## src/rtl/register_dump_unit.sv

```systemverilog
// Dumps the register file through the debug read port as little-endian bytes to the UART TX.
// Define REG_DUMP_CHECKSUM_EN to append one XOR checksum byte after the register bytes.
module register_dump_unit #(
  parameter int NB_DATA        = 32,
  parameter int NB_REG_ADDRESS = 5,
  parameter int NB_BYTE        = 8,
  parameter int N_REGS         = 32
) (
  input  logic                      i_clock,
  input  logic                      i_reset,
  input  logic                      i_start,
  output logic [NB_REG_ADDRESS-1:0] o_direc_de_lectura_de_debug,
  input  logic [NB_DATA-1:0]        i_dato_a_debug,
  output logic [NB_BYTE-1:0]        o_tx_data,
  output logic                      o_tx_start,
  input  logic                      i_tx_done,
  output logic                      o_busy,
  output logic                      o_done
);

  localparam int N_BYTES     = NB_DATA / NB_BYTE;
  localparam int NB_BYTE_IDX = (N_BYTES > 1) ? $clog2(N_BYTES) : 1;
  localparam logic [NB_REG_ADDRESS-1:0] LAST_REG  = NB_REG_ADDRESS'(N_REGS - 1);
  localparam logic [NB_BYTE_IDX-1:0]    LAST_BYTE = NB_BYTE_IDX'(N_BYTES - 1);

  typedef enum logic [2:0] {
    IDLE,
    SET_ADDR,
    LATCH,
    SEND,
    WAIT_TX,
    FINISH
`ifdef REG_DUMP_CHECKSUM_EN
    ,
    CHK_SEND,
    CHK_WAIT
`endif
  } state_t;

  state_t                    state_q;
  state_t                    state_d;
  logic [NB_REG_ADDRESS-1:0] reg_idx_q;
  logic [NB_BYTE_IDX-1:0]    byte_idx_q;
  logic [NB_DATA-1:0]        word_q;
  logic [NB_BYTE-1:0]        cur_byte;

`ifdef REG_DUMP_CHECKSUM_EN
  logic [NB_BYTE-1:0]        checksum_q;
`endif

  assign cur_byte = word_q[byte_idx_q*NB_BYTE +: NB_BYTE];

  always_comb begin
    state_d = state_q;
    case (state_q)
      IDLE:     if (i_start) state_d = SET_ADDR;
      SET_ADDR: state_d = LATCH;
      LATCH:    state_d = SEND;
      SEND:     state_d = WAIT_TX;
      WAIT_TX: begin
        if (i_tx_done) begin
          if (byte_idx_q != LAST_BYTE) begin
            state_d = SEND;
          end else if (reg_idx_q != LAST_REG) begin
            state_d = SET_ADDR;
          end else begin
`ifdef REG_DUMP_CHECKSUM_EN
            state_d = CHK_SEND;
`else
            state_d = FINISH;
`endif
          end
        end
      end
`ifdef REG_DUMP_CHECKSUM_EN
      CHK_SEND: state_d = CHK_WAIT;
      CHK_WAIT: if (i_tx_done) state_d = FINISH;
`endif
      FINISH:   state_d = IDLE;
      default:  state_d = IDLE;
    endcase
  end

  // Outputs decode from the current state; the byte stays put until the handshake completes
  always_comb begin
    o_tx_data  = '0;
    o_tx_start = 1'b0;
    o_busy     = (state_q != IDLE) && (state_q != FINISH);
    o_done     = (state_q == FINISH);
    case (state_q)
      SEND: begin
        o_tx_data  = cur_byte;
        o_tx_start = 1'b1;
      end
      WAIT_TX:  o_tx_data = cur_byte;
`ifdef REG_DUMP_CHECKSUM_EN
      CHK_SEND: begin
        o_tx_data  = checksum_q;
        o_tx_start = 1'b1;
      end
      CHK_WAIT: o_tx_data = checksum_q;
`endif
      default: ;
    endcase
  end

  assign o_direc_de_lectura_de_debug = reg_idx_q;

  always_ff @(posedge i_clock) begin
    if (i_reset) begin
      state_q    <= IDLE;
      reg_idx_q  <= '0;
      byte_idx_q <= '0;
      word_q     <= '0;
    end else begin
      state_q <= state_d;
      case (state_q)
        IDLE: if (i_start) reg_idx_q <= '0;
        LATCH: begin
          word_q     <= i_dato_a_debug;
          byte_idx_q <= '0;
        end
        WAIT_TX: begin
          if (i_tx_done) begin
            if (byte_idx_q != LAST_BYTE) begin
              byte_idx_q <= byte_idx_q + NB_BYTE_IDX'(1);
            end else if (reg_idx_q != LAST_REG) begin
              reg_idx_q <= reg_idx_q + NB_REG_ADDRESS'(1);
            end
          end
        end
        default: ;
      endcase
    end
  end

`ifdef REG_DUMP_CHECKSUM_EN
  // Every register byte is folded in on the cycle it is offered to the UART
  always_ff @(posedge i_clock) begin
    if (i_reset) begin
      checksum_q <= '0;
    end else if (state_q == IDLE && i_start) begin
      checksum_q <= '0;
    end else if (state_q == SEND) begin
      checksum_q <= checksum_q ^ cur_byte;
    end
  end
`endif

endmodule

```

## config.mk

```make
export PLATFORM = sky130hd
export DESIGN_NAME = register_dump_unit
export DESIGN_NICKNAME = d
export VERILOG_FILES = /design/src/rtl/register_dump_unit.sv
export SDC_FILE = /design/constraint.sdc
export NUM_CORES = 1
export LEC_CHECK = 0
export ABC_AREA = 1
export ABC_CLOCK_PERIOD_IN_PS = 1700
export CORE_MARGIN = 3
export CORE_UTILIZATION = 48
export DETAILED_ROUTE_END_ITERATION = 16
export GPL_TIMING_DRIVEN = 1
export MAX_ROUTING_LAYER = met4
export PLACE_DENSITY = 0.84
export SLEW_MARGIN = 20
export SYNTH_ARGS = -nofsm -noshare
export SYNTH_HDL_FRONTEND = slang
export SYNTH_SLANG_ARGS = --single-unit
```

## constraint.sdc

```tcl
create_clock -name i_clock -period 1.7 [get_ports i_clock]
set_input_delay 0.17 -clock i_clock [delete_from_list [all_inputs] [get_ports i_clock]]
set_output_delay 0.17 -clock i_clock [all_outputs]
set_load 0.02 [all_outputs]
```

# --- After elaboration in Yosys (flattened, before gate mapping) ---
# Index checks and enable logic that the tools add are counted.
word_totals:
  input_bits: 36
  reg_bits: 42
  output_inout_bits: 16
  wordCells: 44
classes:
  n_reduce_logical: 9
  n_shift: 1
  eq_ne: 13
  n_mux: 15
  n_addsub: 2
op_table:
  columns: ["cell", "n"]
  rows:
  - ["$shiftx A32 B6 Y8", 1]
  - ["$mux W5", 4]
  - ["$pmux W3 S5", 1]
  - ["$mux W3", 4]
  - ["$ne A2 B2 Y1 const B", 6]
  - ["$pmux W5 S2", 1]
  - ["$mux W8", 1]
  - ["$eq A3 B2 Y1 const B", 2]
  - ["$eq A3 B3 Y1 const B", 2]
  - ["$add A5 B1 Y5 const B", 1]
  - ["$ne A5 B5 Y1 const B", 1]
  - ["$reduce_and A5 Y1", 1]
  - ["$mux W2", 2]
  - ["$pmux W2 S2", 1]
  - ["$reduce_bool A2 Y1", 2]
  - ["$eq A3 B1 Y1 const B", 1]
  - ["$logic_not A3 Y1", 1]
  - ["$ne A3 B3 Y1 const B", 1]
  - ["$reduce_and A3 Y1", 1]
  - ["$reduce_bool A3 Y1", 1]
  - ["$add A2 B1 Y2 const B", 1]
  - ["$reduce_and A2 Y1", 1]
  - ["$reduce_or A2 Y1", 1]
  - ["$logic_and A1 B1 Y1", 1]
  - ["$mux W1", 1]

# --- Depth between registers and ports, before layout ---
logic_depth:
  word_depth: 5
  ltp_mapped: 11
  depth_no_buf: 11

# --- Least setup slack after synthesis ---
# OpenSTA, ideal clock, no wires.
synth_path:
  kind: "reg-to-reg"
  from: "reg reg_idx_q[0], in the netlist o_direc_de_lectura_de_debug[0]"
  to: "reg reg_idx_q[0], in the netlist o_direc_de_lectura_de_debug[0]"
  stages_incl_launch_ff: 12
  period_less_slack_ps: 1591
  required_ps: 1588
  n_path_buf: 0
  arrival_time_ps: 1479
  setup_ps: 112
  slack_ps: 109
  cell_sequence: "dfxtp_1 ha_1 nand2_1 nor2_1 ha_1 inv_1 nor2_4 nor2_8 nand2_4 inv_2 nor2_1 nor2_1"
synth_via:
  elab_chain_len: 5
  word_cells_on_any_way: 8
  classes_between: "1 x add/sub; 2 x eq/ne; 4 x mux; 1 x reduce/logical"
synth_lines:
  columns: ["item", "line", "rtl"]
  rows:
  - ["start: declaration", "42", "logic [NB_REG_ADDRESS-1:0] reg_idx_q;"]
  - ["start signal: assignment", "128", "reg_idx_q <= reg_idx_q + NB_REG_ADDRESS'(1);"]
  - ["$add A5 B1 Y5", "128", null]
  - ["$mux W5", "127", "end else if (reg_idx_q != LAST_REG) begin"]
  - ["$mux W5", "125", "if (byte_idx_q != LAST_BYTE) begin"]
  - ["$mux W5", "124", "if (i_tx_done) begin"]
  - ["$pmux W5 S2", "117", "case (state_q)"]
# Several ways; a longest one is shown, not always the timed one. The select of a mux whose other input is x is not followed.
# A chain may end at the register's enable or synchronous reset.

# --- Worst setup path in the final report ---
layout_path:
  from: "reg state_q[1]"
  to: "out o_busy"
layout_via:
  elab_chain_len: 2
  word_cells_on_any_way: 3
  classes_between: "1 x eq/ne; 2 x reduce/logical"
layout_lines:
  columns: ["item", "line", "rtl"]
  rows:
  - ["start: declaration", "40", "state_t state_q;"]
  - ["start signal: assignment", "116", "state_q <= state_d;"]
  - ["$ne A3 B3 Y1 / $reduce_bool A3 Y1 (equally long branches)", "88", "o_busy = (state_q != IDLE) && (state_q != FINISH);"]
  - ["$logic_and A1 B1 Y1 *", "88", null]
  - ["end: declaration", "17", "output logic o_busy,"]
# Mark *: on every way between the ends. The rest lies on a longest branch, timed or not.

==> flow_summary.toml <==
[floorplanning]
start_util_pct = 52.1
core_area_um2 = 3850
fp.dieW_um = 70.7
io_pins = 52
die_h_um = 70.7
dieArea_um2 = 4990
placementRows = 22

[routing]
drt-pass1-iter-count = 5
vias = 1998
drtIter0Drc = 131
drc_errors = 0
wl_per_cell_um = 12.6
viasPerCell = 5.14
ant_nets = 0
routed_wl_mm = 4.92

[worst_setup_path]
crit_type = "reg2out"
end_kind = "primary output"
crit_arrival_ns = 1.44
cp.required_ns = 1.53
regToRegSetupSlack_ns = 0.12
path_max_fanout = 3
crit_path_start_kind = "flip-flop"

[timing]
worstMarginPinSlew_ns = 0.540
min_period_over_period_pct = 94.6
setup_viol = 0
relSlewSlack_pct = 64.0
hold_viol = 0
clock.fmax_mhz = 622
drv_slew = 0
final.setup_skew_ns = 0.00596
fin_ws_ns = 0.0917
fin_crit_ns = 1.61
rsz0062_at_grt = "no"

[synth]
synthTopCellsByCount = "60 x a21oi_1, 50 x nand2_1, 42 x dfxtp_1"
ys_warn_count = 0
synth.top_cell.area_share_pct = 41.9
yosysSeqAreaShare_pct = 41.9
synth.area.top_cells = "dfxtp_1 42%, a21oi_1 15%, nand2_1 9.4%"
synth-simple-area-share_pct = 21.2
synth_xor_area_share_pct = 0.436
syn_area_um2 = 2010
syn_avg_cell_area_um2 = 7.22
synthFlopType = "dfxtp_1"
async_flop_share_pct = 0
synth_nets = 317
ys_ff_latch = 42
synth_top_family_by_area = "compound AO/OA/AOI/OAI gates"
yosys.area.top_type = "dfxtp_1"
synthAdderAreaFrac_pct = 1.87
synth_edf_count = 0
synth_most_common_cell = "a21oi_1"
synth_cell_types = 27
synth_mux_area_share_pct = 0
synth_compound_area_share_pct = 25.0
syn_inst = 278

[clock_network]
h-tree-depth = 2
cts_tree = "yes"
cts-root-buf = "clkbuf_8"
path_clk_slew_ns = 0.08
cts_buffers = 5
numClockSinks = 42
clk_path_buf_depth = 2
clock_latency_ns = 0.30
cts_setup_buffers = 0

[grt]
grt_util_all_layers_pct = 20.8
grt_max_degree = 30
grt_pass1_wl_mm = 8.09
antenna_found_initial = 0
grt_pass1_vias = 1793
grt_overflow = 0

[layout]
nets = 379
fin_util_pct = 70.1
fillers = 324
syn2layout_area_growth_pct = 34.6
drive_gt1_share_pct = 16.1
finalInstanceArea_um2 = 2700
final_cells = 389
multi_input_area_um2 = 978
ff_latch_area_um2 = 843
antenna_cells = 0

[placed_design]
dpl.hpwl_mm = 3.71
place_ws_ns = -0.0355
place_inst = 381
placedInstanceArea_um2 = 2640
numPortBuffers = 51
place_congestion = 0.836

[run]
max_cap_violations = 0

[pwr]
cellLeakagePower_nw = 1.05
total_power_mw = 2.23
ir_drop_mv = 0.772
power_density_nw_per_um2 = 827

[outcome]
status = "finished, final reports clean"

[hold_path]
worstHoldPathType = "in2reg"
==> cells by family (layout without fill, tap and decap cells) <==
logic type / count (synthesis) / count (layout)
buffers and inverters: 46 / 109
XOR/XNOR: 1 / 1
flip-flops: 42 / 42
adder cells (fa/ha/maj): 3 / 3
AND/OR/NAND/NOR: 88 / 88
AO/OA/AOI/OAI: 98 / 98
==> final timing paths <==
path / cells after the start / to / from
worst max-delay path: 6 / o_busy / state_q[1]
worst max register to register: 9 / o_direc_de_lectura_de_debug[0] / byte_idx_q[0]
worst min-delay path: 3 / word_q[2] / i_dato_a_debug[2]
worst min register to register: 2 / word_q[11] / word_q[11]
==> where the power goes <==
group | total, mW | leakage [nW] | internal, mW | switching (mW)
registers | 1.10 | 0.342 | 1.05 | 0.0414
logic | 0.513 | 0.666 | 0.239 | 0.273
clock network | 0.627 | 0.0452 | 0.290 | 0.337
total | 2.23 | 1.05 | 1.58 | 0.652
==> critical path: stages (launching register included) <==
cell           delay, ns
dfxtp_2             0.36
buf_4               0.13
inv_1               0.04
nand2_1             0.08
nor2_1              0.05
a21oi_1             0.12
dlygate4sd2_1       0.36
==> flip-flops by register name, indices dropped and copies added (netlist names) <==
| register | flops |
|---|---|
| word_q | 32 |
| state_q | 3 |
| byte_idx_q | 2 |
| o_direc_de_lectura_de_debug | 5 |
==> cells in the final DEF (no fill, tap or decap), types with 2 or more instances in the layout <==
cell and count:
a21oi_1 60, nand2_1 50, dfxtp_1 40, clkdlybuf4s50_1 40
o21ai_0 33, inv_1 26, buf_4 19, nor2_1 14
nand3_1 10, inv_2 5, clkbuf_8 5, buf_2 5
nor2_4 3, ha_1 3, dlygate4sd2_1 3, nand2_4 2
o21ai_1 2, nand2_2 2, o21ai_2 2, dfxtp_2 2
==> per-layer routing <==
layer	part of all wire [%]	up-vias	GRT usage [%]
met5	0	-	-
met4	2.0	0	6.26
met3	5.6	10	5.26
met2	47	53	31.8
met1	46	900	27.1
li1	-	1035	-
==> per-stage QoR <==
step | TNS (ns) | hold slack (ns)
detailed placement | -0.0524 | 0.451
CTS | 0 | 0.418
floorplan | 0 | 0.313
global route | 0 | 0.432
finish | 0 | 0.421
global placement | -0.00253 | 0.448
==> final cells by class <==
type                       instances  share of cell area [%]
timing repair buffer              69                    22.6
clock inverter                     2                   0.509
inverter                          32                    4.54
multi-input combinational        190                    36.2
tap                               48                    2.22
sequential                        42                    31.2
clock buffer                       6                    2.69
==> what timing repair did <==
action                                  CTS  global route
resized for setup                        31            11
hold buffers                              0             0
pin swaps                                 0             1
endpoints found under the setup margin   11            11
Power figures use the tool's default switching activity.
